==> config.mk <==
export PLATFORM = sky130hd
export DESIGN_NAME = ram_sdp_v2
export DESIGN_NICKNAME = d
export VERILOG_FILES = /design/src/rtl/ram_sdp_v2.sv
export SDC_FILE = /design/constraint.sdc
export NUM_CORES = 1
export LEC_CHECK = 0
export CAP_MARGIN = 10
export CORE_MARGIN = 3
export CORE_UTILIZATION = 56
export DETAILED_ROUTE_END_ITERATION = 6
export PLACE_DENSITY_LB_ADDON = 0.05
export SYNTH_ARGS = -nofsm -noshare
export SYNTH_HDL_FRONTEND = slang
export SYNTH_SLANG_ARGS = --single-unit
==> constraint.sdc <==
create_clock -name clk -period 3.4 [get_ports clk]
set_input_delay 0.68 -clock clk [delete_from_list [all_inputs] [get_ports clk]]
set_output_delay 0.68 -clock clk [all_outputs]
set_load 0.02 [all_outputs]
==> src/rtl/ram_sdp_v2.sv <==
// rtl/ram_sdp_v2.sv - simple-dual-port RAM with byte enables, RDW mode, optional output stage and clear sequencer
// Optional per-lane even parity enabled by defining RAM_PARITY_EN.
module ram_sdp_v2 #(
    parameter int DATA_W   = 8,
    parameter int ADDR_W   = 6,
    parameter int RDW_MODE = 0,
    parameter int OUT_REG  = 0
) (
    input  logic                   clk,
    input  logic                   rst,
    input  logic                   we_in,
    input  logic [ADDR_W-1:0]      write_addr,
    input  logic [DATA_W-1:0]      data_in,
    input  logic [DATA_W/8-1:0]    be_in,
    input  logic                   re_in,
    input  logic [ADDR_W-1:0]      read_addr,
`ifdef RAM_PARITY_EN
    input  logic                   par_flip_in,
    output logic                   parity_err,
`endif
    output logic [DATA_W-1:0]      data_out,
    output logic                   rd_valid,
    output logic                   init_busy
);

    localparam int NB    = DATA_W / 8;
    localparam int DEPTH = 1 << ADDR_W;

    typedef enum logic {ST_CLEAR, ST_READY} state_t;

    state_t              r_state;
    logic [ADDR_W-1:0]   r_clr_cnt;
    logic                r_init_busy;
    logic [DATA_W-1:0]   r_mem [DEPTH];

    logic                w_clear;
    logic                w_rd_en;
    logic                w_mem_we;
    logic [ADDR_W-1:0]   w_mem_addr;
    logic [DATA_W-1:0]   w_mem_data;
    logic [NB-1:0]       w_mem_be;
    logic                w_hit;
    logic [DATA_W-1:0]   w_rd_data;

    logic                r_s1_valid;
    logic [DATA_W-1:0]   r_s1_data;

    always_ff @(posedge clk) begin
        if (rst) begin
            r_state     <= ST_CLEAR;
            r_clr_cnt   <= '0;
            r_init_busy <= 1'b1;
        end else begin
            case (r_state)
                ST_CLEAR: begin
                    r_clr_cnt <= r_clr_cnt + 1'b1;
                    if (&r_clr_cnt) begin
                        r_state     <= ST_READY;
                        r_init_busy <= 1'b0;
                    end
                end
                default: r_state <= ST_READY;
            endcase
        end
    end

    assign init_busy = r_init_busy;
    assign w_clear   = (r_state == ST_CLEAR);
    assign w_rd_en   = ~rst & ~w_clear & re_in;
    assign w_mem_we  = ~rst & (w_clear | we_in);

    // The clear sequencer owns the write port until READY.
    always_comb begin
        w_mem_addr = write_addr;
        w_mem_data = data_in;
        w_mem_be   = be_in;
        if (w_clear) begin
            w_mem_addr = r_clr_cnt;
            w_mem_data = '0;
            w_mem_be   = '1;
        end
    end

    always_ff @(posedge clk) begin
        if (w_mem_we) begin
            for (int i = 0; i < NB; i++) begin
                if (w_mem_be[i]) r_mem[w_mem_addr][8*i +: 8] <= w_mem_data[8*i +: 8];
            end
        end
    end

    assign w_hit = (RDW_MODE == 1) && we_in && (write_addr == read_addr);

    always_comb begin
        w_rd_data = r_mem[read_addr];
        for (int i = 0; i < NB; i++) begin
            if (w_hit && be_in[i]) w_rd_data[8*i +: 8] = data_in[8*i +: 8];
        end
    end

`ifdef RAM_PARITY_EN
    logic [NB-1:0] r_par [DEPTH];
    logic [NB-1:0] w_mem_par;
    logic [NB-1:0] w_rd_par;
    logic          w_rd_perr;
    logic          r_s1_perr;

    always_comb begin
        w_mem_par = '0;
        w_rd_par  = r_par[read_addr];
        w_rd_perr = 1'b0;
        for (int i = 0; i < NB; i++) begin
            w_mem_par[i] = ^w_mem_data[8*i +: 8] ^ (~w_clear & par_flip_in);
            if (w_hit && be_in[i]) w_rd_par[i] = w_mem_par[i];
            w_rd_perr = w_rd_perr | (w_rd_par[i] ^ (^w_rd_data[8*i +: 8]));
        end
    end

    always_ff @(posedge clk) begin
        if (w_mem_we) begin
            for (int i = 0; i < NB; i++) begin
                if (w_mem_be[i]) r_par[w_mem_addr][i] <= w_mem_par[i];
            end
        end
    end
`endif

    always_ff @(posedge clk) begin
        if (rst) begin
            r_s1_valid <= 1'b0;
            r_s1_data  <= '0;
`ifdef RAM_PARITY_EN
            r_s1_perr  <= 1'b0;
`endif
        end else begin
            r_s1_valid <= w_rd_en;
            if (w_rd_en) r_s1_data <= w_rd_data;
`ifdef RAM_PARITY_EN
            r_s1_perr  <= w_rd_en & w_rd_perr;
`endif
        end
    end

    generate
        if (OUT_REG != 0) begin : g_out_reg
            logic              r_s2_valid;
            logic [DATA_W-1:0] r_s2_data;
`ifdef RAM_PARITY_EN
            logic              r_s2_perr;
`endif
            always_ff @(posedge clk) begin
                if (rst) begin
                    r_s2_valid <= 1'b0;
                    r_s2_data  <= '0;
`ifdef RAM_PARITY_EN
                    r_s2_perr  <= 1'b0;
`endif
                end else begin
                    r_s2_valid <= r_s1_valid;
                    if (r_s1_valid) r_s2_data <= r_s1_data;
`ifdef RAM_PARITY_EN
                    r_s2_perr  <= r_s1_valid & r_s1_perr;
`endif
                end
            end
            assign data_out = r_s2_data;
            assign rd_valid = r_s2_valid;
`ifdef RAM_PARITY_EN
            assign parity_err = r_s2_perr;
`endif
        end else begin : g_no_out_reg
            assign data_out = r_s1_data;
            assign rd_valid = r_s1_valid;
`ifdef RAM_PARITY_EN
            assign parity_err = r_s1_perr;
`endif
        end
    endgenerate

endmodule

* Word level (Yosys, flattened, before mapping)
Memory sizes are Yosys's and may differ from the RTL's. A register that Yosys moved wholly into a read port is not among the register bits.
Cells that the tools add are included.
** Cells by class
- Add/subtract/negate cells :: 1
- Multipliers :: 0
- Div/mod/pow operators :: 0
- $lt $le $gt $ge :: 0
- Equality and inequality tests :: 0
- Shifts and indexed selects :: 0
- Mux-type cells :: 8
- Bitwise gates (word level) :: 6
- Reductions and logical operators :: 2
** Operators by type and width (count)
- 8-bit 2-to-1 mux :: 1
- 7-bit AND reduction :: 1
- 6-bit by 1-bit adder with 6-bit output, second input constant :: 1
- 1-bit 2-to-1 mux :: 6
- 6-bit 2-to-1 mux :: 1
- 6-bit AND reduction :: 1
- 1-bit AND :: 3
- 1-bit NOT :: 2
- 1-bit bitwise OR :: 1
** Storage, ports and cells
- Bits in registers :: 9
- Latch bits :: 0
- Bits in writable memories :: 512
- Bits in read-only memories :: 0
- Input port bits :: 25
- Output and inout bits :: 10
- Word-level logic and storage cells :: 22
- Memories :: 1
** Memory list
- r_mem :: depth 64, bits a word 8, read ports 1, clocked after Yosys merged registers in 1, wr ports 1, RTL line 34 : logic [DATA_W-1:0] r_mem [DEPTH];

* Depth between registers and ports, before layout
Gate-level depths: netlist of run 1.
- Word-level depth :: 5
- Gate-level depth with buffers :: 9
- Mapped depth without buffers :: 5

* Least setup slack after synthesis of run 1
OpenSTA, ideal clock, no wires.
- Kind :: input -> register
- Start point :: in read_addr[2]
- End point :: reg r_s1_data[2] (netlist: data_out[2]), read port of r_mem
- Library setup time :: 0.122 ns
- Data arrival time :: 2.356 ns
- Data required time :: 3.278 ns
- Slack :: 0.922 ns
- Cell stages on the path :: 8
- Path buffers :: 4
- Path through :: clkbuf_1 buf_2 buf_2 buf_2 mux4_2 a22oi_1 o211ai_1 a221o_1
** RTL lines
- start: declaration :: RTL line 16 : input logic [ADDR_W-1:0] read_addr,
- end: declaration :: RTL line 46 : logic [DATA_W-1:0] r_s1_data;

* Worst setup path in the final report of run 1
- Start point :: reg r_state
- End point :: mem r_mem[4][6], enable pin
** Between the ends
- Word-level cells in the longest chain between the ends :: 5
- Elaborated cells on any way between the ends :: 8
- Classes of those cells :: 5 x mux; 3 x bitwise
** RTL lines
- start: declaration :: RTL line 31 : state_t r_state;
- start signal: assignment :: RTL line 50 : r_state <= ST_CLEAR;
- start signal: assignment :: RTL line 58 : r_state <= ST_READY;
- start signal: assignment :: RTL line 62 : default: r_state <= ST_READY;
- 1-bit NOT
- 1-bit bitwise OR :: RTL line 70 : assign w_mem_we = ~rst & (w_clear | we_in);
- 1-bit AND :: RTL line 70
- 1-bit 2-to-1 mux :: RTL line 85 : if (w_mem_we) begin
- 1-bit 2-to-1 mux (not written as such) :: RTL line 87 : if (w_mem_be[i]) r_mem[w_mem_addr][8*i +: 8] <= w_mem_data[8*i +: 8];
- end: declaration :: RTL line 34
Several ways; a longest one is shown, not always the timed one.

==> results of run 1 <==
==> final cells by class <==
cell class / count / area (um2)
Clock buffer: 69 / 1386
Clock inverter: 25 / 247.7
Fill cell: 2342 / 11920
Inverter: 7 / 26.28
Multi-Input combinational cell: 466 / 4731
Sequential cell: 529 / 15720
Tap cell: 461 / 576.8
Timing Repair Buffer: 155 / 1396
==> per-stage QoR <==
step | hold slack [ps] | power (W)
floorplan | 480.9 | 0.007547
global placement | 439.8 | 0.007749
detailed placement | 443.5 | 0.007751
CTS | 462.5 | 0.01327
global route | 488.6 | 0.01356
finish | 457.6 | 0.01316
==> per-layer routing <==
layer	up-vias	GRT usage (%)
met5	-	0
met4	0	7.628
met3	73	4.997
met2	359	37.20
met1	5420	37.00
li1	4611	-
==> worst max-delay path: cells and delay by family, from the launching register on <==
family                 cells  cell delay [ps]
flip-flops                 1              450
buffers and inverters      2              470
AND/OR/NAND/NOR            3             1160
AO/OA/AOI/OAI              1              260
==> logic make-up (layout without fill, tap and decap cells) <==
| kind of cell | after synthesis | count (layout) | synth area share, % |
|---|---|---|---|
| flops | 529 | 529 | 75.80 |
| mux | 194 | 194 | 15.84 |
| simple gates | 192 | 192 | 4.122 |
| buf+inv | 59 | 256 | 1.424 |
| xor+xnor | 3 | 3 | 0.1268 |
| compound gates | 76 | 76 | 2.625 |
| fa+ha+maj | 1 | 1 | 0.06034 |
==> power groups by stage <==
stage	registers [W]	clock network, W	logic [W]
floorplan	0.00721	0	0.000341
global placement	0.00721	0	0.000541
detailed placement	0.00721	0	0.000542
CTS	0.00707	0.00565	0.000546
global route	0.00707	0.00591	0.000574
finish	0.00707	0.00555	0.000539
==> synthesized netlist by cell type, types with 2 or more instances <==
cell type | n | area share (%)
mux2i_1 | 67 | 3.2
a21oi_1 | 21 | 0.51
nand3_1 | 24 | 0.58
or3_1 | 2 | 0.060
o221ai_1 | 4 | 0.17
o211ai_1 | 7 | 0.25
o22ai_1 | 2 | 0.060
buf_6 | 5 | 0.27
mux2_1 | 2 | 0.11
nor3_1 | 3 | 0.072
o32ai_1 | 7 | 0.30
nand4b_1 | 2 | 0.085
xnor2_1 | 3 | 0.13
o21ai_0 | 2 | 0.048
a22oi_1 | 21 | 0.76
buf_4 | 3 | 0.11
and2_1 | 9 | 0.27
dfxtp_1 | 17 | 1.6
a221o_1 | 7 | 0.34
mux4_2 | 105 | 11
edfxtp_1 | 512 | 74
or2_2 | 2 | 0.060
clkbuf_1 | 19 | 0.34
nand2_1 | 54 | 0.98
mux2_2 | 20 | 1.1
buf_2 | 20 | 0.48
nor2b_1 | 4 | 0.12
nand4_1 | 10 | 0.30
nor2_1 | 74 | 1.3
inv_1 | 7 | 0.13
buf_1 | 5 | 0.091
nand2b_1 | 5 | 0.15
==> worst paths after layout <==
check	to	slack, ps	from	depth (start not counted)
setup / recovery	r_mem[4][6]$_DFFE_PP_	750	r_state$_SDFF_PP0_	6
hold reg to reg	init_busy$_SDFFE_PP1P_	460	init_busy$_SDFFE_PP1P_	1
setup reg to reg	r_mem[4][6]$_DFFE_PP_	750	r_state$_SDFF_PP0_	6
hold / removal	init_busy$_SDFFE_PP1P_	460	init_busy$_SDFFE_PP1P_	1
==> state kept, by name, indices dropped and copies added (netlist names) <==
register   flops
data_out       8
rd_valid       1
r_state        1
init_busy      1
r_mem        512
r_clr_cnt      6
==> layout by cell type (no fill, tap or decap), types with 3 or more instances in the layout <==
cell and count:
a21oi_1 21, a221o_1 7, a22oi_1 21, and2_2 8, buf_12 12, buf_4 109
bufinv_16 5, clkbuf_1 16, clkbuf_16 53, clkdlybuf4s50_1 31, clkinv_1 10, clkinv_2 7
dfxtp_1 17, edfxtp_1 512, inv_1 7, mux2_2 20, mux2i_1 67, mux4_2 105
nand2_1 54, nand2b_1 5, nand3_1 24, nand4_1 10, nor2_1 74, nor2b_1 4
nor3_1 3, o211ai_1 7, o221ai_1 4, o32ai_1 7, xnor2_1 3
==> flow_summary.yaml, run 1 <==
status:
  status: "finished, final reports clean"
timing:
  tightest_slew_ps: 791.7
  hold_viol: 0
  finClkSkew_ps: 23.54
  post-route-period-util_pct: 77.99
  fin_setup_tns_ps: 0
  setup_ws_ps: 748.4
  drv_slew: 0
  fmax_ghz: 0.3771
  slew_headroom_pct: 47.22
  rsz0062_at_grt: "false"
  finalCriticalPeriod_ps: 2652
  setup_viol: 0
cells_and_area:
  fin_nets: 1237
  area_growth_pct: 16.15
  utilization_pct: 66.89
  drive_gt1_share_pct: 26.14
  num_antenna_cells: 0
  fin_cells: 1712
  final_area_um2: 24080
logic_synthesis:
  syn_inst: 1054
  synth_nets: 1080
  syn_avg_cell_area_um2: 19.67
  synth_seq_cells: 529
  async_reset_ff_share_pct: 0
  synth_area_um2: 20730
  yosysWarnings: 0
  yosys_most_used_dff: "edfxtp_1"
  yosysSeqAreaShare_pct: 75.80
  synth-edff-count: 512
  ys_types: 41
power_and_ir_drop:
  intPower_w: 0.01054
  peakVddDrop_mv: 0.4082
  switchingPower_w: 0.002618
  power_frac_clock_pct: 42.2
  power.leakage_nw: 8.239
  p_sw_share_pct: 19.89
  power_density_nw_per_um2: 546.6
  pwr-share-comb_pct: 4.1
  pwr-share-seq_pct: 53.7
die:
  num_io_pins: 35
  core_area_um2: 36000
  num_rows: 69
  dieArea_um2: 39360
  initial_utilization_pct: 57.59
  die_h_um: 198.4
  fp.dieW_um: 198.4
placement:
  hpwl_um: 30020
  dp.cells: 1618
  place_congestion: 0.8737
  port_buffers: 34
  post_dp_cell_area_um2: 22450
  place_ws_ps: 446.7
grt:
  gr-usage-all-layers_pct: 24.60
  grt_overflow: 0
  antenna_found_initial: 0
  grt_max_degree: 65
  first_global_vias: 10490
  grt_pass1_wl_um: 69390
worst_setup_path:
  max_stage_delay_ps: 510
  required_ps: 3690
  path_cells: "buf_4 > or2_2 > a21oi_1 > nand2_1 > nor2_1 > buf_4"
  endpoint_kind: "register"
  slowest_stage: "nand2_1"
  crit_type: "reg -> reg"
  critPathMaxFanout: 22
  arrival_ps: 2940
  start_kind: "register"
  path_common_cell: "buf_4"
clock_tree:
  cts_tree: "yes"
  clockBufferDepth: 3
  postCtsSetupBuffers: 0
  cts_max_level: 2
  cts_root_buf: "clkbuf_16"
  cts_made_buffers: 52
  insertion_delay_ps: 600
  cts_resized: 0
  cts_hold_buf: 0
  clk_pin_slew_ps: 60
  clock-sinks: 529
route:
  routedLengthMet1_um: 20430
  dr.max_layer_used: "met4"
  drc: 0
  viasPerCell: 6.112
  drt-initial-drc-count: 866
  drt_pass1_iterations: 5
  vias: 10460
  drt_wl_total_um: 46590
  wl_met3_um: 2982
  detail-route-antenna-nets: 0
  wl_per_cell_um: 27.21
  wl_met2_um: 21970
flow_run:
  drv_cap: 0
hold_path:
  hold_class: "reg -> reg"
(Power assumes the default switching activity.)
==> inputs of run 2 (changes only) <==
clock period = 2.2 ns   (was 3.4 ns; I/O delays follow)
==> run 2 against run 1 <==
  * Die area did not move
  * Cell area rose by 2.9%
  * Clock skew rose by 1.3 ps
  * Utilization rose by 2.0 points
  * Register-to-register slack got worse by 680 ps
  * Worst hold slack got worse by 0.87 ps
  * Combinational power rose by 68%
  * Critical path depth rose by 1
  * Sequential share of layout area fell by 1.9 points
  * Setup slack got worse by 680 ps
  * Critical endpoint is now r_mem[32][3]$_DFFE_PP_
  * Largest cell class unchanged
==> flow_summary.yaml, run 2 (synthesized netlist as in run 1, its figures left out) <==
placement:
  place_congestion: 0.8990
  port_buffers: 34
  place_ws_ps: -487.6
  post_dp_cell_area_um2: 23030
  hpwl_um: 31820
worst_setup_path:
  start_kind: "register"
  endpoint_kind: "register"
  arrival_ps: 2420
  crit_type: "reg -> reg"
  required_ps: 2490
  critPathMaxFanout: 33
clock_tree:
  insertion_delay_ps: 600
  cts_hold_buf: 0
  cts_tree: "yes"
  clock-sinks: 529
  cts_root_buf: "clkbuf_16"
  clockBufferDepth: 3
  cts_max_level: 2
  cts_made_buffers: 52
  clk_pin_slew_ps: 60
cells_and_area:
  num_antenna_cells: 0
  area_growth_pct: 19.57
  final_cell_mix: "512 x edfxtp_1, 151 x buf_4, 105 x mux4_2"
  utilization_pct: 68.86
  drive_gt1_share_pct: 30.40
  largest_register_ffs: 512
  mostFrequentLayoutCell: "edfxtp_1"
  final_area_um2: 24790
  fin_nets: 1293
  regMostFlops: "r_mem"
timing:
  setup_viol: 0
  post-route-period-util_pct: 96.86
  fin_setup_tns_ps: 0
  slew_headroom_pct: 53.91
  rsz0062_at_grt: "false"
  fmax_ghz: 0.4693
  finClkSkew_ps: 24.81
  finalCriticalPeriod_ps: 2131
  drv_slew: 0
  setup_ws_ps: 69.10
  tightest_slew_ps: 691.4
  hold_viol: 0
power_and_ir_drop:
  power.leakage_nw: 8.636
  totalPowerFinal_w: 0.02077
  peakVddDrop_mv: 0.8130
  power_density_nw_per_um2: 837.8
route:
  drt_wl_total_um: 48020
  vias: 10750
  viasPerCell: 6.073
  drt_pass1_iterations: 5
  detail-route-antenna-nets: 0
  drt-initial-drc-count: 963
  drc: 0
  wl_per_cell_um: 27.13
grt:
  grt_overflow: 0
  grt_pass1_wl_um: 70810
  first_global_vias: 10760
  grt_max_degree: 65
  gr-usage-all-layers_pct: 25.09
  antenna_found_initial: 0
die:
  core_area_um2: 36000
  num_io_pins: 35
  num_rows: 69
  dieArea_um2: 39360
  initial_utilization_pct: 57.59
  die_h_um: 198.4
  fp.dieW_um: 198.4
flow_run:
  drv_cap: 0
status:
  status: "finished, final reports clean"
hold_path:
  hold_class: "reg -> reg"
-- run 2: what timing repair did --
item | in CTS | in global routing
setup endpoints to repair | 138 | 147
gates resized for setup | 4 | 5
setup buffers | 0 | 0
-- run 2: final timing paths --
path / start / to / slack (ps) / cells past startpoint
min reg2reg: init_busy$_SDFFE_PP1P_ / init_busy$_SDFFE_PP1P_ / 460 / 1
max reg2reg: r_state$_SDFF_PP0_ / r_mem[32][3]$_DFFE_PP_ / 70 / 7
min: init_busy$_SDFFE_PP1P_ / init_busy$_SDFFE_PP1P_ / 460 / 1
max: r_state$_SDFF_PP0_ / r_mem[32][3]$_DFFE_PP_ / 70 / 7
-- run 2: per-stage QoR --
stage,std cells,hold slack [ps]
finish,1770,456.8
global route,1770,493.5
CTS,1770,463.7
detailed placement,1674,444.0
global placement,1674,440.1
floorplan,1054,480.9
-- run 2: area by class of cell --
cell class / instances / area (um2)
Timing Repair Buffer: 211 / 1987
Fill cell: 2322 / 11210
Sequential cell: 529 / 15720
Multi-Input combinational cell: 466 / 4761
Tap cell: 461 / 576.8
Inverter: 7 / 26.28
Clock buffer: 62 / 1380
Clock inverter: 34 / 342.8
-- run 2: report_power, final --
group,internal [W],switching [W],total [W],leakage [nW]
combinational,0.000442,0.000462,0.000904,2.73
sequential,0.0109,0.0000151,0.0109,5.06
clock,0.00528,0.00365,0.00893,0.846
total,0.0166,0.00413,0.0208,8.64
-- run 2: metal layers --
metal | part of all wire [%] | vias to the layer above | global-route usage, %
li1 | - | 4730 | -
met1 | 42 | 5553 | 35.65
met2 | 49 | 390 | 40.53
met3 | 6.8 | 76 | 5.030
met4 | 2.2 | 0 | 6.999
met5 | 0 | - | 0
-- run 2: worst max-delay path, stage by stage, from the launching register on --
cell	delay [ps]
dfxtp_1	370
buf_8	210
or2_2	360
a21oi_2	200
nand2_1	150
buf_12	180
nor2_1	140
buf_4	200
==> inputs of run 3 (changes only) <==
--- a/config.mk
+++ b/config.mk
@@ -12,2 +12,3 @@
 export PLACE_DENSITY_LB_ADDON = 0.05
+export RECOVER_POWER = 25
 export SYNTH_ARGS = -nofsm -noshare
--- a/constraint.sdc
+++ b/constraint.sdc
@@ -3,2 +3,2 @@
 set_output_delay 0.44 -clock clk [all_outputs]
-set_load 0.02 [all_outputs]
+set_load 0.01 [all_outputs]
==> run 3 against run 2 <==
  * Utilization shrank 0.14 points
  * Cell area is 0.21% lower
  * Sequential share of layout area is 0.13 points higher
  * Non-clock buffer count stayed put
  * Routed wire length grew 0.33%
  * Total power about the same
  * Via count rose by 0.17%
  * Clock-buffer cell count is the same
  * Critical endpoint is now r_mem[17][0]$_DFFE_PP_
  * Largest cell class unchanged
==> flow_summary.yaml, run 3 (synthesized netlist as in run 1, its figures left out) <==
route:
  drt_pass1_iterations: 5
  drt-initial-drc-count: 947
  vias: 10770
  viasPerCell: 6.083
  detail-route-antenna-nets: 0
  drt_wl_total_um: 48180
  drc: 0
  wl_per_cell_um: 27.22
clock_tree:
  cts_hold_buf: 0
  cts_made_buffers: 52
  clock-sinks: 529
  cts_max_level: 2
  clk_pin_slew_ps: 60
  cts_root_buf: "clkbuf_16"
  cts_tree: "yes"
  insertion_delay_ps: 600
  clockBufferDepth: 3
grt:
  gr-usage-all-layers_pct: 25.09
  grt_pass1_wl_um: 70810
  grt_overflow: 0
  grt_max_degree: 65
  first_global_vias: 10760
  antenna_found_initial: 0
cells_and_area:
  area_growth_pct: 19.33
  multi_input_area_um2: 4758
  final_cell_mix: "512 x edfxtp_1, 148 x buf_4, 105 x mux4_2"
  seq_area_um2: 15720
  fin_nets: 1293
  fin_cells: 1770
  mostFrequentLayoutCell: "edfxtp_1"
  largest_register_ffs: 512
  final_area_um2: 24740
  num_antenna_cells: 0
  regMostFlops: "r_mem"
  drive_gt1_share_pct: 30.18
  fillerInstances: 2330
timing:
  slew_headroom_pct: 24.59
  tightest_slew_ps: 1131
  setup_viol: 0
  finClkSkew_ps: 26.43
  fmax_ghz: 0.4645
  finalCriticalPeriod_ps: 2153
  setup_ws_ps: 47.15
  drv_slew: 0
  rsz0062_at_grt: "false"
  post-route-period-util_pct: 97.86
  hold_viol: 0
power_and_ir_drop:
  pwr-share-seq_pct: 52.6
  p_sw_share_pct: 19.92
  peakVddDrop_mv: 0.8114
  power_frac_clock_pct: 43.0
  power.leakage_nw: 8.616
  intPower_w: 0.01664
  switchingPower_w: 0.004138
  pwr-share-comb_pct: 4.3
  power_density_nw_per_um2: 839.8
worst_setup_path:
  rrSetupSlack_ps: 50
  endpoint_kind: "register"
  arrival_ps: 2370
  required_ps: 2420
  crit_type: "reg -> reg"
  start_kind: "register"
  critPathMaxFanout: 44
hold_path:
  hold_class: "reg -> reg"
placement:
  place_congestion: 0.8990
  place_ws_ps: -487.6
  hpwl_um: 31820
  post_dp_cell_area_um2: 23030
  port_buffers: 34
  dp.cells: 1674
die:
  fp.dieW_um: 198.4
  initial_utilization_pct: 57.59
  num_io_pins: 35
  die_h_um: 198.4
  num_rows: 69
  dieArea_um2: 39360
  core_area_um2: 36000
status:
  status: "finished, final reports clean"
flow_run:
  drv_cap: 0
[run 3: cell count changes in the layout (fill, tap and decap cells not counted), sizes merged]
cell,change
buf,-6
clkbuf,+6
[run 3: critical path: stages, from the launching register on]
cell      delay (ps)
dfxtp_1          440
buf_8            260
and2_2           200
clkbuf_2         830
[run 3: through the flow]
stage	hold WS, ps	total power, W	setup TNS [ps]	utilization [%]
after CTS	463.7	0.02092	0	68.81
after floorplan	480.9	0.01167	0	-
after global placement	440.1	0.01204	-36350	63.97
after global routing	493.5	0.02137	0	68.71
after detailed placement	444.0	0.01204	-45240	63.97
final	456.8	0.02077	0	68.71
[run 3: layout make-up]
cell class	instances	share of cell area, %
Clock inverter	34	1.386
Inverter	7	0.1062
Sequential cell	529	63.53
Timing Repair Buffer	211	7.835
Multi-Input combinational cell	466	19.24
Clock buffer	62	5.579
Tap cell	461	2.332
[run 3: per-layer routing]
metal / vias up / part of all wire, % / track usage, %
li1: 4734 / - / -
met1: 5535 / 41 / 35.65
met2: 427 / 49 / 40.53
met3: 71 / 7.6 / 5.030
met4: 0 / 2.1 / 6.999
met5: - / 0 / 0
[run 3: power groups by stage]
stage	Sequential, W	Clock (W)	Combinational [W]
after global routing	0.0109	0.00949	0.000957
after CTS	0.0109	0.00908	0.000909
after floorplan	0.0111	0	0.000530
after detailed placement	0.0111	0	0.000900
final	0.0109	0.00894	0.000904
after global placement	0.0111	0	0.000901
[run 3: worst paths after layout]
| kind | start | endpoint | cells after the start |
|---|---|---|---|
| min reg2reg | init_busy$_SDFFE_PP1P_ | init_busy$_SDFFE_PP1P_ | 1 |
| max reg2reg | r_state$_SDFF_PP0_ | r_mem[17][0]$_DFFE_PP_ | 3 |
| max | r_state$_SDFF_PP0_ | r_mem[17][0]$_DFFE_PP_ | 3 |
| min | init_busy$_SDFFE_PP1P_ | init_busy$_SDFFE_PP1P_ | 1 |
[run 3: timing repair]
item	CTS	global route
buffers inserted	0	0
endpoints found under the setup margin	138	147
gates cloned	0	0
resized for setup	4	5
